[src/rtl/hop_kernel_seq.sv]
// Sequential hop-selection kernel: basic hop via permutation plus iterative mod, then AFH remap by live map scan.
// Latency 4+n79 cycles when the basic channel is used, 6+n79+nN+p when remapped; start is ignored while busy.
module hop_kernel_seq #(
  parameter int NUM_CH = 79,
  parameter int CH_W   = 7
) (
  input  logic              divffclk,
  input  logic              rstz,
  input  logic              start,
  input  logic              abort,
  input  logic [4:0]        X,
  input  logic [4:0]        A,
  input  logic [4:0]        C,
  input  logic [3:0]        B,
  input  logic [8:0]        D,
  input  logic [6:0]        E,
  input  logic [6:0]        F,
  input  logic [6:0]        Fprime,
  input  logic              Y1,
  input  logic [5:0]        Y2,
  input  logic [NUM_CH-1:0] afh_map,
  input  logic [6:0]        afh_modN,
  output logic              busy,
  output logic              done,
  output logic [CH_W-1:0]   fk,
  output logic              remapped,
  output logic              err
);

  localparam int SW = 9;
  localparam logic [SW-1:0]   N79      = SW'(NUM_CH);
  localparam logic [CH_W-1:0] HALF_C   = CH_W'((NUM_CH + 1) / 2);
  localparam logic [CH_W-1:0] LAST_POS = CH_W'(NUM_CH - 1);

  typedef enum logic [2:0] {
    S_IDLE, S_PERM, S_MOD79, S_CHK, S_MODN, S_SCAN, S_DONE
  } state_t;

  state_t state, state_nxt;

  logic [4:0]        x_q, a_q, c_q;
  logic [3:0]        b_q;
  logic [8:0]        d_q;
  logic [6:0]        e_q, f_q, fp_q, modn_q;
  logic              y1_q;
  logic [5:0]        y2_q;
  logic [NUM_CH-1:0] map_q;

  logic [SW-1:0]     s79, sn;
  logic [CH_W-1:0]   pos, cnt;

  logic [4:0]        z, zp;
  logic [SW-1:0]     sum79, sumn, nq;
  logic [CH_W-1:0]   ch_chk, ch_scan;
  logic              used_chk, used_scan, hit;

  logic              res_set, res_rm, res_err;
  logic [CH_W-1:0]   res_fk;

  function automatic logic [4:0] bfly(input logic [4:0] v, input logic en,
                                      input logic [2:0] i, input logic [2:0] j);
    logic [4:0] r;
    r = v;
    if (en) begin
      r[i] = v[j];
      r[j] = v[i];
    end
    return r;
  endfunction

  // Seven butterfly stages, P13/P12 first through P1/P0 last.
  function automatic logic [4:0] perm5(input logic [4:0] zin, input logic [13:0] p);
    logic [4:0] v;
    v = zin;
    v = bfly(v, p[13], 3'd1, 3'd2);
    v = bfly(v, p[12], 3'd0, 3'd3);
    v = bfly(v, p[11], 3'd1, 3'd3);
    v = bfly(v, p[10], 3'd2, 3'd4);
    v = bfly(v, p[9],  3'd0, 3'd3);
    v = bfly(v, p[8],  3'd1, 3'd4);
    v = bfly(v, p[7],  3'd3, 3'd4);
    v = bfly(v, p[6],  3'd0, 3'd2);
    v = bfly(v, p[5],  3'd1, 3'd3);
    v = bfly(v, p[4],  3'd0, 3'd4);
    v = bfly(v, p[3],  3'd3, 3'd4);
    v = bfly(v, p[2],  3'd1, 3'd2);
    v = bfly(v, p[1],  3'd2, 3'd3);
    v = bfly(v, p[0],  3'd0, 3'd1);
    return v;
  endfunction

  // Even channels first, then odd: index i -> RF channel.
  function automatic logic [CH_W-1:0] bmap(input logic [CH_W-1:0] i);
    logic [CH_W-1:0] dlt;
    if (i < HALF_C) begin
      return {i[CH_W-2:0], 1'b0};
    end
    dlt = i - HALF_C;
    return {dlt[CH_W-2:0], 1'b1};
  endfunction

  always_comb begin
    z         = (x_q + a_q) ^ {1'b0, b_q};
    zp        = perm5(z, {c_q ^ {5{y1_q}}, d_q});
    sum79     = SW'(e_q) + SW'(f_q)  + SW'(zp) + SW'(y2_q);
    sumn      = SW'(e_q) + SW'(fp_q) + SW'(zp) + SW'(y2_q);
    nq        = SW'(modn_q);
    ch_chk    = bmap(s79[CH_W-1:0]);
    used_chk  = map_q[ch_chk];
    ch_scan   = bmap(pos);
    used_scan = map_q[ch_scan];
    hit       = used_scan && (SW'(cnt) == sn);
  end

  always_comb begin
    state_nxt = state;
    res_set   = 1'b0;
    res_fk    = '0;
    res_rm    = 1'b0;
    res_err   = 1'b0;
    case (state)
      S_IDLE:  if (start) state_nxt = S_PERM;
      S_PERM:  state_nxt = S_MOD79;
      S_MOD79: if (s79 < N79) state_nxt = S_CHK;
      S_CHK: begin
        if (used_chk) begin
          state_nxt = S_DONE;
          res_set   = 1'b1;
          res_fk    = ch_chk;
        end else begin
          state_nxt = S_MODN;
        end
      end
      S_MODN: begin
        if (modn_q == '0) begin
          state_nxt = S_DONE;
          res_set   = 1'b1;
          res_err   = 1'b1;
        end else if (sn < nq) begin
          state_nxt = S_SCAN;
        end
      end
      S_SCAN: begin
        if (hit) begin
          state_nxt = S_DONE;
          res_set   = 1'b1;
          res_fk    = ch_scan;
          res_rm    = 1'b1;
        end else if (pos == LAST_POS) begin
          state_nxt = S_DONE;
          res_set   = 1'b1;
          res_err   = 1'b1;
        end
      end
      S_DONE:  state_nxt = S_IDLE;
      default: state_nxt = S_IDLE;
    endcase
    if (abort) begin
      state_nxt = S_IDLE;
      res_set   = 1'b0;
    end
  end

  always_ff @(posedge divffclk or negedge rstz) begin
    if (!rstz) state <= S_IDLE;
    else       state <= state_nxt;
  end

  always_ff @(posedge divffclk or negedge rstz) begin
    if (!rstz) begin
      x_q    <= '0;
      a_q    <= '0;
      c_q    <= '0;
      b_q    <= '0;
      d_q    <= '0;
      e_q    <= '0;
      f_q    <= '0;
      fp_q   <= '0;
      y1_q   <= 1'b0;
      y2_q   <= '0;
      map_q  <= '0;
      modn_q <= '0;
      s79    <= '0;
      sn     <= '0;
      pos    <= '0;
      cnt    <= '0;
    end else begin
      case (state)
        S_IDLE: begin
          if (start) begin
            x_q    <= X;
            a_q    <= A;
            c_q    <= C;
            b_q    <= B;
            d_q    <= D;
            e_q    <= E;
            f_q    <= F;
            fp_q   <= Fprime;
            y1_q   <= Y1;
            y2_q   <= Y2;
            map_q  <= afh_map;
            modn_q <= afh_modN;
          end
        end
        S_PERM: begin
          s79 <= sum79;
          sn  <= sumn;
        end
        S_MOD79: if (s79 >= N79) s79 <= s79 - N79;
        S_CHK: begin
          pos <= '0;
          cnt <= '0;
        end
        S_MODN: if (modn_q != '0 && sn >= nq) sn <= sn - nq;
        S_SCAN: begin
          pos <= pos + CH_W'(1);
          if (used_scan) cnt <= cnt + CH_W'(1);
        end
        default: ;
      endcase
    end
  end

  // Results only move on a completed request; abort leaves the previous ones visible.
  always_ff @(posedge divffclk or negedge rstz) begin
    if (!rstz) begin
      fk       <= '0;
      remapped <= 1'b0;
      err      <= 1'b0;
    end else if (res_set) begin
      fk       <= res_fk;
      remapped <= res_rm;
      err      <= res_err;
    end
  end

  assign busy = (state != S_IDLE);
  assign done = (state == S_DONE);

endmodule

[config.mk]
export PLATFORM = sky130hd
export DESIGN_NAME = hop_kernel_seq
export DESIGN_NICKNAME = d
export VERILOG_FILES = /design/src/rtl/hop_kernel_seq.sv
export SDC_FILE = /design/constraint.sdc
export NUM_CORES = 1
export LEC_CHECK = 0
export CORE_ASPECT_RATIO = 0.9
export CORE_MARGIN = 2
export CORE_UTILIZATION = 56
export CTS_BUF_LIST = sky130_fd_sc_hd__clkbuf_2 sky130_fd_sc_hd__clkbuf_4 sky130_fd_sc_hd__clkbuf_8
export DETAILED_ROUTE_END_ITERATION = 12
export DONT_BUFFER_PORTS = 1
export PLACE_DENSITY = 0.74
export SLEW_MARGIN = 20
export SYNTH_ARGS = -nofsm -noshare
export SYNTH_HDL_FRONTEND = slang
export SYNTH_SLANG_ARGS = --single-unit
[constraint.sdc]
create_clock -name divffclk -period 4.5 [get_ports divffclk]
set_input_delay 1.35 -clock divffclk [delete_from_list [all_inputs] [get_ports divffclk]]
set_output_delay 1.35 -clock divffclk [all_outputs]
set_load 0.01 [all_outputs]
==> qor_table.md, run 1 <==
| Group | Result | This run |
|---|---|---|
| outcome | Result of the run | finished, violations left |
| outcome | Failing checks | setup timing |
| final layout | Total non-filler cell area in the finished layout | 12600 µm² |
| grt | Global-route wire length before repair | 45900 µm |
| timing | Max-slew violations | 0 |
| final layout | Fraction of layout cells with a size suffix above 1 | 24.3% |
| timing | Clock skew | 0.0239 ns |
| synthesis | Largest area contributor in the synthesized netlist | sky130_fd_sc_hd__dfrtp_1 |
| synthesis | Largest cells by area after synthesis | sky130_fd_sc_hd__dfrtp_1, sky130_fd_sc_hd__mux2_2, sky130_fd_sc_hd__fa_1 |
| min path | Hold path startpoint | x_q[2]$_DFFE_PN0P_ |
| floorplan | Core region area | 20600 µm² |
| synthesis | Number of enable flip-flop cells after synthesis | 0 |
| worst setup path | Startpoint class of the critical path | flop |
| worst setup path | Type of the worst setup path | flop to flop |
| final layout | Number of fill cells in the layout | 1676 |
| floorplan | Top-Level Pins | 157 |
| timing | Slew HR | 28.9% |
| timing | Total negative setup slack | -2.43 ns |
| detailed routing | Detail Route Antenna Nets | 0 |
| clock tree | Clock transition time at the flip-flop clock pins of the worst setup and hold paths | 0.11 ns |
| worst setup path | Crit Reg-Reg Startpoint | x_q[0]$_DFFE_PN0P_ |
| grt | Number of antenna violations at the first check in global routing | 7 |
| place | Count of buffers from port buffering | 0 |
| detailed routing | Number of vias per cell | 6.26 |
| clock tree | Clock tree from TritonCTS | done |
| grt | Vias in the first global route | 8388 |
| timing | Timing-limited maximum frequency | 208 MHz |
| detailed routing | Vias | 8626 |
| timing | Setup violations, final | 11 |
| final layout | Register Area | 4650 µm² |
| min path | Instance count along the most critical hold path | 1 |
| timing | Worst-margin pin slew | 1.06 ns |
| place | Placement-stage worst setup slack | -0.398 ns |
| flow run | Max-cap check violation count | 0 |
| synthesis | Fraction of registers with async set or reset after synthesis | 100% |
| final layout | Area added between synthesis and finish | 7.57% |
| clock tree | Clock latency at the later pin of the worst-skew pair | 0.49 ns |
| clock tree | TritonCTS Buffers | 17 |
| place | Hpwl dp | 21000 µm |
| synthesis | Ranking of synthesized cells by instance count | sky130_fd_sc_hd__dfrtp_1, sky130_fd_sc_hd__mux2_2, sky130_fd_sc_hd__nand2_1 |
| final layout | Final std cells w/o fill | 1378 |
| timing | Final worst setup slack | -0.299 ns |
| final layout | Layout net count | 1313 |
| clock tree | H-Tree Level Count | 4 |
| final layout | Area taken by multi-input logic gates | 6790 µm² |
| min path | Hold path endpoint | x_q[2]$_DFFE_PN0P_ |
| worst setup path | Startpoint of the most critical setup path | x_q[0]$_DFFE_PN0P_ |
| worst setup path | CP max stage delay | 0.55 ns |
| detailed routing | Count of unresolved DRC violations after routing | 0 |
| worst setup path | Flop-to-flop setup slack | -0.30 ns |
| worst setup path | Count of cells along the worst register-to-register path | 24 |
| detailed routing | Routed length per instance | 20.9 µm |
| clock tree | CTS Root Cell | sky130_fd_sc_hd__clkbuf_8 |
| floorplan | Die X-Extent | 157 µm |
| synthesis | Count of cell types in the netlist | 73 |
| detailed routing | Iter 0 DRT Violations | 957 |
| worst setup path | Slowest cell on the critical path | sky130_fd_sc_hd__fa_2 |
| clock tree | Cts-stage hold buffer count | 0 |
| worst setup path | Required time at the endpoint of the critical path | 4.86 ns |
| synthesis | Avg Inst Size Synth | 10.5 µm² |
| worst setup path | CP Max Fanout | 5 |
| synthesis | Seq/Total Area, Yosys | 39.7% |
| synthesis | Synthesized net count | 1327 |
| min path | Worst hold path class | flop to flop |
| grt | Global-route usage over all layers | 26.7% |
| worst setup path | Ordered list of cells on the worst path | ha_2 -> fa_2 -> xor2_2 -> mux2i_4 -> nor2b_1 -> a211oi_2 -> o21ai_2 -> nand2_1 -> o2bb2ai_2 -> mux2_4 -> o21a_4 -> fa_1 -> inv_1 -> ha_2 -> inv_2 -> fa_2 -> inv_2 -> a21oi_2 -> o21bai_1 -> a21o_1 -> a21oi_2 -> xor2_1 -> a21oi_1 -> o2bb2ai_1 |
| place | Last weighted congestion value of the routability-driven placer | 0.935 |
| timing | Post-route minimum period | 4.80 ns |
| detailed routing | Final wirelength | 28800 µm |
| grt | Largest net degree at the start of global routing | 187 |
| worst setup path | Worst setup EP type | flop |
| detailed routing | First-pass iteration count of the detailed router | 5 |
| synthesis | Number of flip-flops and latches in the synthesized netlist | 186 |
| synthesis | YS warnings | 0 |
| floorplan | Die footprint | 22100 µm² |
| synthesis | Post-Synthesis Cells | 1114 |
| timing | Final hold viol count | 0 |
| floorplan | Starting density of the core | 56.8% |
| clock tree | Number of clock sinks | 186 |
| synthesis | Summed instance area of the synthesized netlist | 11700 µm² |
| synthesis | Ys flop type | sky130_fd_sc_hd__dfrtp_1 |
| clock tree | Buffer depth of the longest clock path | 2 |
| floorplan | Number of rows in the core area | 50 |
| worst setup path | Worst endpoint data arrival time | 5.15 ns |
| floorplan | Height of the die | 141 µm |
| grt | Total congestion overflow after global routing | 0 |
| place | Placement-stage cell area | 12000 µm² |
| place | DP Cell Count | 1334 |
| timing | Final worst-path cycle share | 107% |
| synthesis | Leading cell type by number of instances after synthesis | sky130_fd_sc_hd__dfrtp_1 |
| synthesis | Yosys top cell area share | 39.7% |
| worst setup path | Terminus of the critical flop-to-flop path | sn[7]$_DFFE_PN0P_ |
| timing | Setup repair after global routing missed its margin | yes |
worst max-delay path: cells and delay by family, from the launching register on:
kind,cells,cell delay (ns)
multiplexers,2,0.41
XOR/XNOR,2,0.34
flip-flops,1,0.40
AND/OR/NAND/NOR,2,0.26
adder cells (fa/ha/maj),5,1.77
AO/OA/AOI/OAI,10,1.32
buffers and inverters,3,0.20
registers in the layout (all words and copies together), names as in the netlist, 6 cells and up:
| register | cells |
|---|---|
| modn_q | 7 |
| y2_q | 6 |
| fk | 7 |
| fp_q | 7 |
| e_q | 7 |
| f_q | 7 |
| cnt | 7 |
| map_q | 79 |
| s79 | 9 |
| pos | 7 |
| sn | 9 |
| d_q | 9 |
how the worst max path moves through the flow:
stage	to	slack, ns	depth (start not counted)
final	sn[7]$_DFFE_PN0P_	-0.30	24
after global routing	sn[7]$_DFFE_PN0P_	-0.55	24
after CTS	s79[7]$_DFFE_PN0P_	-0.27	24
after detailed placement	s79[7]$_DFFE_PN0P_	-0.40	24
after global placement	s79[8]$_DFFE_PN0P_	-0.20	21
after floorplan	s79[8]$_DFFE_PN0P_	0.007	21
cell usage in the layout (no fill, tap or decap), drive strengths merged, types with 4 or more instances in the layout:
cell	n
a2111oi	5
a211oi	17
a21o	14
a21oi	37
a221oi	8
a22oi	17
a2bb2oi	6
a31oi	9
a32oi	4
and2	8
buf	30
clkbuf	17
clkinv	5
dfrtp	186
diode	5
fa	26
ha	41
inv	61
mux2	143
mux2i	35
mux4	10
nand2	86
nand2b	33
nand3	20
nand4	14
nor2	66
nor2b	17
nor3	19
nor4	5
o211ai	5
o21ai	72
o21bai	4
o221ai	5
o22ai	7
o31ai	7
xnor2	16
xor2	20
timing repair:
action / CTS / global route
pin swaps: 22 / 23
resized for setup: 30 / 16
setup buffers: 10 / 3
setup endpoints to repair: 13 / 14
routing by layer:
metal  wire, µm  vias up  share of wire (%)  GRT usage (%)
met1      12900     4253                 45           38.1
met3       2430       37                8.4           7.94
met5         21        -              0.073              0
met2      13100      322                 45           40.8
li1           -     4010                  -              -
met4        331        4                1.2           5.75
through the flow:
step | utilization, % | hold WS, ns
after floorplan | - | 0.485
after global placement | 58.1 | 0.495
after detailed placement | 58.1 | 0.503
after CTS | 60.7 | 0.526
after global routing | 61.0 | 0.517
final | 61.1 | 0.523
cells by family after synthesis:
group                      count (synthesis)  share of synthesized area [%]
and+or+nand+nor                          281                           12.0
muxes                                    188                           18.7
buffers and inverters                    116                           4.07
adders and majority gates                 67                           8.82
DFF                                      186                           39.7
xor gates and xnor gates                  37                           2.89
AOI/OAI and AO/OA                        239                           13.8
area by class of cell:
cell class                 count  share of cell area, %
timing repair buffer          30                   1.92
multi-input combinational    812                   53.9
clock buffer                  17                   1.86
sequential                   186                   36.9
tap                          260                   2.58
antenna                        5                 0.0992
inverter                      53                   1.58
clock inverter                15                   1.19
Power of run 1 is left out: the tool's default activity adds up to more than one toggle a clock period on the data nets, which glitch-free logic cannot reach.
==> run 2: changes to the inputs <==
- CORE_UTILIZATION: 56 -> 49
- PLACE_DENSITY: 0.74 -> 0.66
==> run 2 against run 1 <==
  * Sequential share of layout area is 0.31 points lower
  * Critical endpoint is now s79[7]$_DFFE_PN0P_
  * Highest routed layer unchanged
  * Register-to-register slack lost 0.03 ns
  * The flow still finishes with violations (setup timing)
  * First-iteration DRC count decreased by 15%
==> qor_table.md, run 2 (synthesized netlist as in run 1, its figures left out) <==
| Group | Result | This run | vs previous |
|---|---|---|---|
| min path | Worst hold path class | flop to flop | unchanged |
| timing | Timing-limited maximum frequency | 207 MHz | was 208 MHz |
| final layout | Layout net count | 1315 | was 1313 |
| flow run | Max-cap check violation count | 0 | unchanged |
| final layout | Most frequent standard cell in the layout excluding fill and tap cells | sky130_fd_sc_hd__dfrtp_1 | unchanged |
| outcome | Result of the run | finished, violations left | unchanged |
| grt | Largest net degree at the start of global routing | 187 | unchanged |
| final layout | Max reg flops | 79 | unchanged |
| detailed routing | Iter 0 DRT Violations | 816 | was 957 |
| clock tree | H-Tree Level Count | 4 | unchanged |
| worst setup path | CP Buf/Inv Count | 2 | was 3 |
| floorplan | Starting density of the core | 50.1% | was 56.8% |
| worst setup path | Required time at the endpoint of the critical path | 4.82 ns | was 4.86 ns |
| detailed routing | Detail Route Antenna Nets | 0 | unchanged |
| final layout | Highest-count cells in the layout ignoring fill and taps | sky130_fd_sc_hd__dfrtp_1, sky130_fd_sc_hd__mux2_2, sky130_fd_sc_hd__nand2_1 | unchanged |
| worst setup path | Startpoint class of the critical path | flop | unchanged |
| worst setup path | Largest delay share family, worst path | adder cells | unchanged |
| detailed routing | Count of unresolved DRC violations after routing | 0 | unchanged |
| grt | Global-route usage over all layers | 23.6% | was 26.7% |
| final layout | Area taken by multi-input logic gates | 6810 µm² | was 6790 µm² |
| floorplan | Die footprint | 25200 µm² | was 22100 µm² |
| final layout | Fraction of layout cells with a size suffix above 1 | 24.1% | was 24.3% |
| timing | Final worst setup slack | -0.334 ns | was -0.299 ns |
| worst setup path | Ordered list of cells on the worst path | ha_2 -> fa_2 -> xor2_2 -> mux2i_4 -> nor3_2 -> a211oi_1 -> o221ai_1 -> mux2i_1 -> mux2_4 -> o21a_4 -> fa_1 -> inv_1 -> ha_2 -> inv_2 -> fa_2 -> nor2b_2 -> o21ai_1 -> nand2b_1 -> a21o_1 -> a21oi_2 -> xor2_1 -> a22oi_1 -> o21ai_1 | was ha_2 -> fa_2 -> xor2_2 -> mux2i_4 -> nor2b_1 -> a211oi_2 -> o21ai_2 -> nand2_1 -> o2bb2ai_2 -> mux2_4 -> o21a_4 -> fa_1 -> inv_1 -> ha_2 -> inv_2 -> fa_2 -> inv_2 -> a21oi_2 -> o21bai_1 -> a21o_1 -> a21oi_2 -> xor2_1 -> a21oi_1 -> o2bb2ai_1 |
| worst setup path | Worst setup EP type | flop | unchanged |
| timing | Final-layout worst hold slack | 0.529 ns | was 0.523 ns |
| clock tree | TritonCTS Buffers | 17 | unchanged |
| place | Last weighted congestion value of the routability-driven placer | 0.930 | was 0.935 |
| place | Hpwl dp | 21600 µm | was 21000 µm |
| floorplan | Height of the die | 151 µm | was 141 µm |
| worst setup path | Slowest cell on the critical path | sky130_fd_sc_hd__fa_2 | unchanged |
| timing | Slew HR | 31.5% | was 28.9% |
| floorplan | Top-Level Pins | 157 | unchanged |
| worst setup path | CP max stage delay | 0.56 ns | was 0.55 ns |
| final layout | Number of fill cells in the layout | 2008 | was 1676 |
| worst setup path | CP Max Fanout | 5 | unchanged |
| timing | Final hold viol count | 0 | unchanged |
| timing | Worst-margin pin slew | 1.02 ns | was 1.06 ns |
| timing | Post-route minimum period | 4.83 ns | was 4.80 ns |
| clock tree | Clock tree from TritonCTS | done | unchanged |
| clock tree | Clock transition time at the flip-flop clock pins of the worst setup and hold paths | 0.10 ns | was 0.11 ns |
| clock tree | Number of clock sinks | 186 | unchanged |
| final layout | Area added between synthesis and finish | 8.46% | was 7.57% |
| clock tree | CTS Root Cell | sky130_fd_sc_hd__clkbuf_8 | unchanged |
| grt | Vias in the first global route | 8387 | was 8388 |
| grt | Total congestion overflow after global routing | 0 | unchanged |
| detailed routing | Vias | 8537 | was 8626 |
| worst setup path | Worst endpoint data arrival time | 5.16 ns | was 5.15 ns |
| detailed routing | Final wirelength | 29300 µm | was 28800 µm |
| place | Count of buffers from port buffering | 0 | unchanged |
| detailed routing | Routed length per instance | 20.7 µm | was 20.9 µm |
| clock tree | Buffer depth of the longest clock path | 2 | unchanged |
| final layout | Register Area | 4650 µm² | unchanged |
| timing | Total negative setup slack | -2.56 ns | was -2.43 ns |
| floorplan | Die X-Extent | 167 µm | was 157 µm |
| worst setup path | Type of the worst setup path | flop to flop | unchanged |
| grt | Number of antenna violations at the first check in global routing | 5 | was 7 |
| clock tree | Cts-stage hold buffer count | 0 | unchanged |
| detailed routing | Number of vias per cell | 6.01 | was 6.26 |
| clock tree | Clock latency at the later pin of the worst-skew pair | 0.48 ns | was 0.49 ns |
| timing | Setup violations, final | 12 | was 11 |
| timing | Final worst-path cycle share | 107% | about the same |
| timing | Setup repair after global routing missed its margin | yes | unchanged |
| floorplan | Core region area | 23400 µm² | was 20600 µm² |
| timing | Clock skew | 0.0182 ns | was 0.0239 ns |
| final layout | Most flops, register | map_q | unchanged |
| grt | Global-route wire length before repair | 46500 µm | was 45900 µm |
| detailed routing | First-pass iteration count of the detailed router | 6 | was 5 |
| outcome | Failing checks | setup timing | unchanged |
| floorplan | Number of rows in the core area | 53 | was 50 |
| place | Placement-stage worst setup slack | -0.454 ns | was -0.398 ns |
| timing | Max-slew violations | 0 | unchanged |
==> run 2: cell count changes in the layout (fill, tap and decap cells not counted), sizes merged <==
cell	previous run	this run
buf	30	32
bufinv	0	1
clkbuf	17	18
clkinv	5	2
diode	5	3
inv	61	62
==> run 2: per-stage QoR <==
step	util, %	instances	instance area [µm²]
floorplan	-	1114	11800
global placement	51.6	1379	12100
detailed placement	51.6	1379	12100
CTS	53.8	1417	12600
global route	54.3	1418	12700
finish	54.3	1420	12700
==> run 2: final cells by class <==
type,count,share of cell area (%)
Sequential cell,186,36.6
Multi-Input combinational cell,812,53.5
Tap cell,302,2.97
Clock inverter,14,1.18
Antenna cell,3,0.0590
Clock buffer,18,1.95
Timing Repair Buffer,32,2.12
Inverter,53,1.56
==> run 2: path summary, 6_finish.rpt <==
| path | startpoint | to | slack, ns | cells past startpoint |
|---|---|---|---|---|
| max | a_q[0]$_DFFE_PN0P_ | s79[7]$_DFFE_PN0P_ | -0.33 | 23 |
| min | x_q[3]$_DFFE_PN0P_ | x_q[3]$_DFFE_PN0P_ | 0.53 | 1 |
| max reg2reg | a_q[0]$_DFFE_PN0P_ | s79[7]$_DFFE_PN0P_ | -0.33 | 23 |
| min reg2reg | x_q[3]$_DFFE_PN0P_ | x_q[3]$_DFFE_PN0P_ | 0.53 | 1 |
| max in group asynchronous | rstz | map_q[16]$_DFFE_PN0P_ | 3.41 | 0 |
| min in group asynchronous | rstz | map_q[18]$_DFFE_PN0P_ | 0.57 | 0 |
==> run 2: what timing repair did <==
action,4_1_cts,5_1_grt
pin swaps,26,21
gates resized for setup,18,25
endpoints found under the setup margin,13,14
setup buffers,6,4
==> run 2: per-layer routing <==
layer	share of wire, %	GRT usage (%)	wire (µm)	vias to the layer above
met5	0.16	0	46	-
met4	0.88	5.00	257	6
met3	8.5	5.94	2500	27
met2	46	36.0	13400	333
met1	45	34.1	13100	4175
li1	-	-	-	3996
Power of run 2 is left out for the same reason.
==> run 3: changes to the inputs <==
- PLACE_DENSITY: 0.66 -> 0.72
==> run 3 against run 2 <==
  * The run still ends with setup timing left
  * Design area barely moved
  * Global-route usage increased by 0.22 points
  * Count of clock-buffer cells in the layout is the same
  * Largest cell class unchanged
==> qor_table.md, run 3 (synthesized netlist as in run 1, its figures left out) <==
| Group | Result | This run | vs previous |
|---|---|---|---|
| detailed routing | Iter 0 DRT Violations | 801 | was 816 |
| outcome | Failing checks | setup timing | unchanged |
| detailed routing | Routed length per instance | 20.7 µm | about the same |
| final layout | Most frequent standard cell in the layout excluding fill and tap cells | sky130_fd_sc_hd__dfrtp_1 | unchanged |
| clock tree | Buffer depth of the longest clock path | 2 | unchanged |
| worst setup path | Count of cells along the worst register-to-register path | 23 | unchanged |
| worst setup path | Terminus of the critical flop-to-flop path | sn[3]$_DFFE_PN0P_ | was s79[7]$_DFFE_PN0P_ |
| final layout | Final core utilization | 54.4% | was 54.3% |
| worst setup path | Startpoint class of the critical path | flop | unchanged |
| floorplan | Die footprint | 25200 µm² | unchanged |
| timing | Post-route minimum period | 4.90 ns | was 4.83 ns |
| grt | Vias in the first global route | 8557 | was 8387 |
| place | Last weighted congestion value of the routability-driven placer | 0.894 | was 0.930 |
| timing | Clock skew | 0.0200 ns | was 0.0182 ns |
| final layout | Layout net count | 1317 | was 1315 |
| detailed routing | First-pass iteration count of the detailed router | 5 | was 6 |
| detailed routing | Vias | 8593 | was 8537 |
| grt | Global-route usage over all layers | 23.8% | was 23.6% |
| min path | Hold path endpoint | x_q[3]$_DFFE_PN0P_ | unchanged |
| timing | Timing-limited maximum frequency | 204 MHz | was 207 MHz |
| timing | Max-slew violations | 0 | unchanged |
| place | Count of buffers from port buffering | 0 | unchanged |
| flow run | Max-cap check violation count | 0 | unchanged |
| timing | Setup repair after global routing missed its margin | yes | unchanged |
| timing | Final worst-path cycle share | 109% | was 107% |
| floorplan | Height of the die | 151 µm | unchanged |
| detailed routing | Final wirelength | 29500 µm | was 29300 µm |
| grt | Number of antenna violations at the first check in global routing | 9 | was 5 |
| timing | Final worst setup slack | -0.398 ns | was -0.334 ns |
| grt | Largest net degree at the start of global routing | 187 | unchanged |
| final layout | Area added between synthesis and finish | 8.55% | was 8.46% |
| floorplan | Core region area | 23400 µm² | unchanged |
| clock tree | Clock latency at the later pin of the worst-skew pair | 0.49 ns | was 0.48 ns |
| final layout | Most flops, register | map_q | unchanged |
| timing | Setup violations, final | 12 | unchanged |
| clock tree | Cts-stage hold buffer count | 0 | unchanged |
| final layout | Max reg flops | 79 | unchanged |
| clock tree | Clock tree from TritonCTS | done | unchanged |
| worst setup path | Worst setup EP type | flop | unchanged |
| timing | Slew HR | 47.5% | was 31.5% |
| clock tree | Clock transition time at the flip-flop clock pins of the worst setup and hold paths | 0.11 ns | was 0.10 ns |
| final layout | Number of fill cells in the layout | 2039 | was 2008 |
| worst setup path | Required time at the endpoint of the critical path | 4.88 ns | was 4.82 ns |
| final layout | Highest-count cells in the layout ignoring fill and taps | sky130_fd_sc_hd__dfrtp_1, sky130_fd_sc_hd__mux2_2, sky130_fd_sc_hd__nand2_1 | unchanged |
| clock tree | H-Tree Level Count | 4 | unchanged |
| floorplan | Starting density of the core | 50.1% | unchanged |
| worst setup path | CP Max Fanout | 5 | unchanged |
| floorplan | Number of rows in the core area | 53 | unchanged |
| timing | Worst-margin pin slew | 0.785 ns | was 1.02 ns |
| grt | Global-route wire length before repair | 47000 µm | was 46500 µm |
| clock tree | TritonCTS Buffers | 17 | unchanged |
| clock tree | CTS Root Cell | sky130_fd_sc_hd__clkbuf_8 | unchanged |
| worst setup path | Worst endpoint data arrival time | 5.28 ns | was 5.16 ns |
| final layout | Area taken by multi-input logic gates | 6820 µm² | was 6810 µm² |
| final layout | Fraction of layout cells with a size suffix above 1 | 24.4% | was 24.1% |
| outcome | Result of the run | finished, violations left | unchanged |
| detailed routing | Number of vias per cell | 6.03 | was 6.01 |
| worst setup path | Type of the worst setup path | flop to flop | unchanged |
| place | Hpwl dp | 21600 µm | about the same |
| timing | Final hold viol count | 0 | unchanged |
| floorplan | Die X-Extent | 167 µm | unchanged |
| min path | Hold path startpoint | x_q[3]$_DFFE_PN0P_ | unchanged |
| min path | Instance count along the most critical hold path | 1 | unchanged |
| grt | Total congestion overflow after global routing | 0 | unchanged |
| worst setup path | Flop-to-flop setup slack | -0.40 ns | was -0.33 ns |
| min path | Worst hold path class | flop to flop | unchanged |
| floorplan | Top-Level Pins | 157 | unchanged |
| detailed routing | Detail Route Antenna Nets | 0 | unchanged |
| final layout | Register Area | 4650 µm² | unchanged |
| clock tree | Number of clock sinks | 186 | unchanged |
| worst setup path | Crit Reg-Reg Startpoint | x_q[1]$_DFFE_PN0P_ | was a_q[0]$_DFFE_PN0P_ |
| detailed routing | Count of unresolved DRC violations after routing | 0 | unchanged |
[run 3: changes by cell type in the layout (fill, tap and decap cells not counted), moves of 2 or more]
cell	change
sky130_fd_sc_hd__clkinv_4	+2
sky130_fd_sc_hd__buf_4	+2
sky130_fd_sc_hd__o21ai_0	-2
sky130_fd_sc_hd__diode_2	+2
sky130_fd_sc_hd__o21ai_1	+2
sky130_fd_sc_hd__mux2i_1	-3
sky130_fd_sc_hd__clkinvlp_4	-2
sky130_fd_sc_hd__clkinv_8	+2
sky130_fd_sc_hd__mux2i_2	+3
[run 3: what timing repair did]
| action | 4_1_cts | 5_1_grt |
|---|---|---|
| gates cloned | 0 | 0 |
| setup buffers | 10 | 5 |
| resized for setup | 33 | 15 |
| pin swaps | 30 | 11 |
| endpoints found under the setup margin | 13 | 14 |
[run 3: final cells by class]
cell class	count	area share [%]
Tap cell	302	2.97
Antenna cell	5	0.0983
Inverter	53	1.56
Timing Repair Buffer	34	2.16
Sequential cell	186	36.6
Clock buffer	18	1.90
Multi-Input combinational cell	812	53.6
Clock inverter	14	1.16
[run 3: through the flow]
stage	TNS, ns	hold slack (ns)	setup WS (ns)	area [µm²]	instances
5_1_grt	-6.58	0.524	-0.615	12700	1421
3_5_place_dp	-3.33	0.505	-0.395	12000	1375
4_1_cts	-2.40	0.521	-0.301	12600	1414
2_1_floorplan	0	0.485	0.00715	11800	1114
3_3_place_gp	-1.16	0.496	-0.197	12000	1375
6_report	-3.09	0.524	-0.398	12700	1424
[run 3: critical path, stage by stage, from the launching register on]
cell and delay (ns):
sky130_fd_sc_hd__dfrtp_1 0.43, sky130_fd_sc_hd__ha_1 0.31, sky130_fd_sc_hd__a21o_1 0.22, sky130_fd_sc_hd__a21o_1 0.24, sky130_fd_sc_hd__a211oi_4 0.35, sky130_fd_sc_hd__buf_4 0.17, sky130_fd_sc_hd__a221oi_2 0.06, sky130_fd_sc_hd__o21ai_2 0.19
sky130_fd_sc_hd__nand2_1 0.10, sky130_fd_sc_hd__o2bb2ai_2 0.14, sky130_fd_sc_hd__mux2_4 0.28, sky130_fd_sc_hd__o21a_4 0.22, sky130_fd_sc_hd__fa_1 0.47, sky130_fd_sc_hd__inv_1 0.08, sky130_fd_sc_hd__ha_2 0.20, sky130_fd_sc_hd__inv_2 0.04
sky130_fd_sc_hd__fa_2 0.35, sky130_fd_sc_hd__buf_4 0.15, sky130_fd_sc_hd__buf_6 0.11, sky130_fd_sc_hd__buf_4 0.13, sky130_fd_sc_hd__xnor2_2 0.12, sky130_fd_sc_hd__nand2_1 0.09, sky130_fd_sc_hd__o31ai_2 0.08, sky130_fd_sc_hd__mux2_4 0.27
[run 3: worst max path at each step]
stage / slack (ns) / startpoint / depth (start not counted) / endpoint
after floorplan: 0.007 / x_q[0]$_DFFE_PN0P_ / 21 / s79[8]$_DFFE_PN0P_
after global placement: -0.20 / x_q[0]$_DFFE_PN0P_ / 24 / sn[7]$_DFFE_PN0P_
after detailed placement: -0.39 / x_q[0]$_DFFE_PN0P_ / 21 / sn[6]$_DFFE_PN0P_
after CTS: -0.30 / x_q[0]$_DFFE_PN0P_ / 24 / sn[7]$_DFFE_PN0P_
after global routing: -0.62 / x_q[1]$_DFFE_PN0P_ / 22 / s79[7]$_DFFE_PN0P_
final: -0.40 / x_q[1]$_DFFE_PN0P_ / 23 / sn[3]$_DFFE_PN0P_
[run 3: per-layer routing]
metal | track usage (%) | part of all wire [%] | routed length, µm
met5 | 0 | 0.18 | 52
met4 | 7.11 | 2.0 | 576
met3 | 7.99 | 9.2 | 2710
met2 | 36.2 | 45 | 13300
met1 | 32.4 | 44 | 12900
Power of run 3 is left out for the same reason.
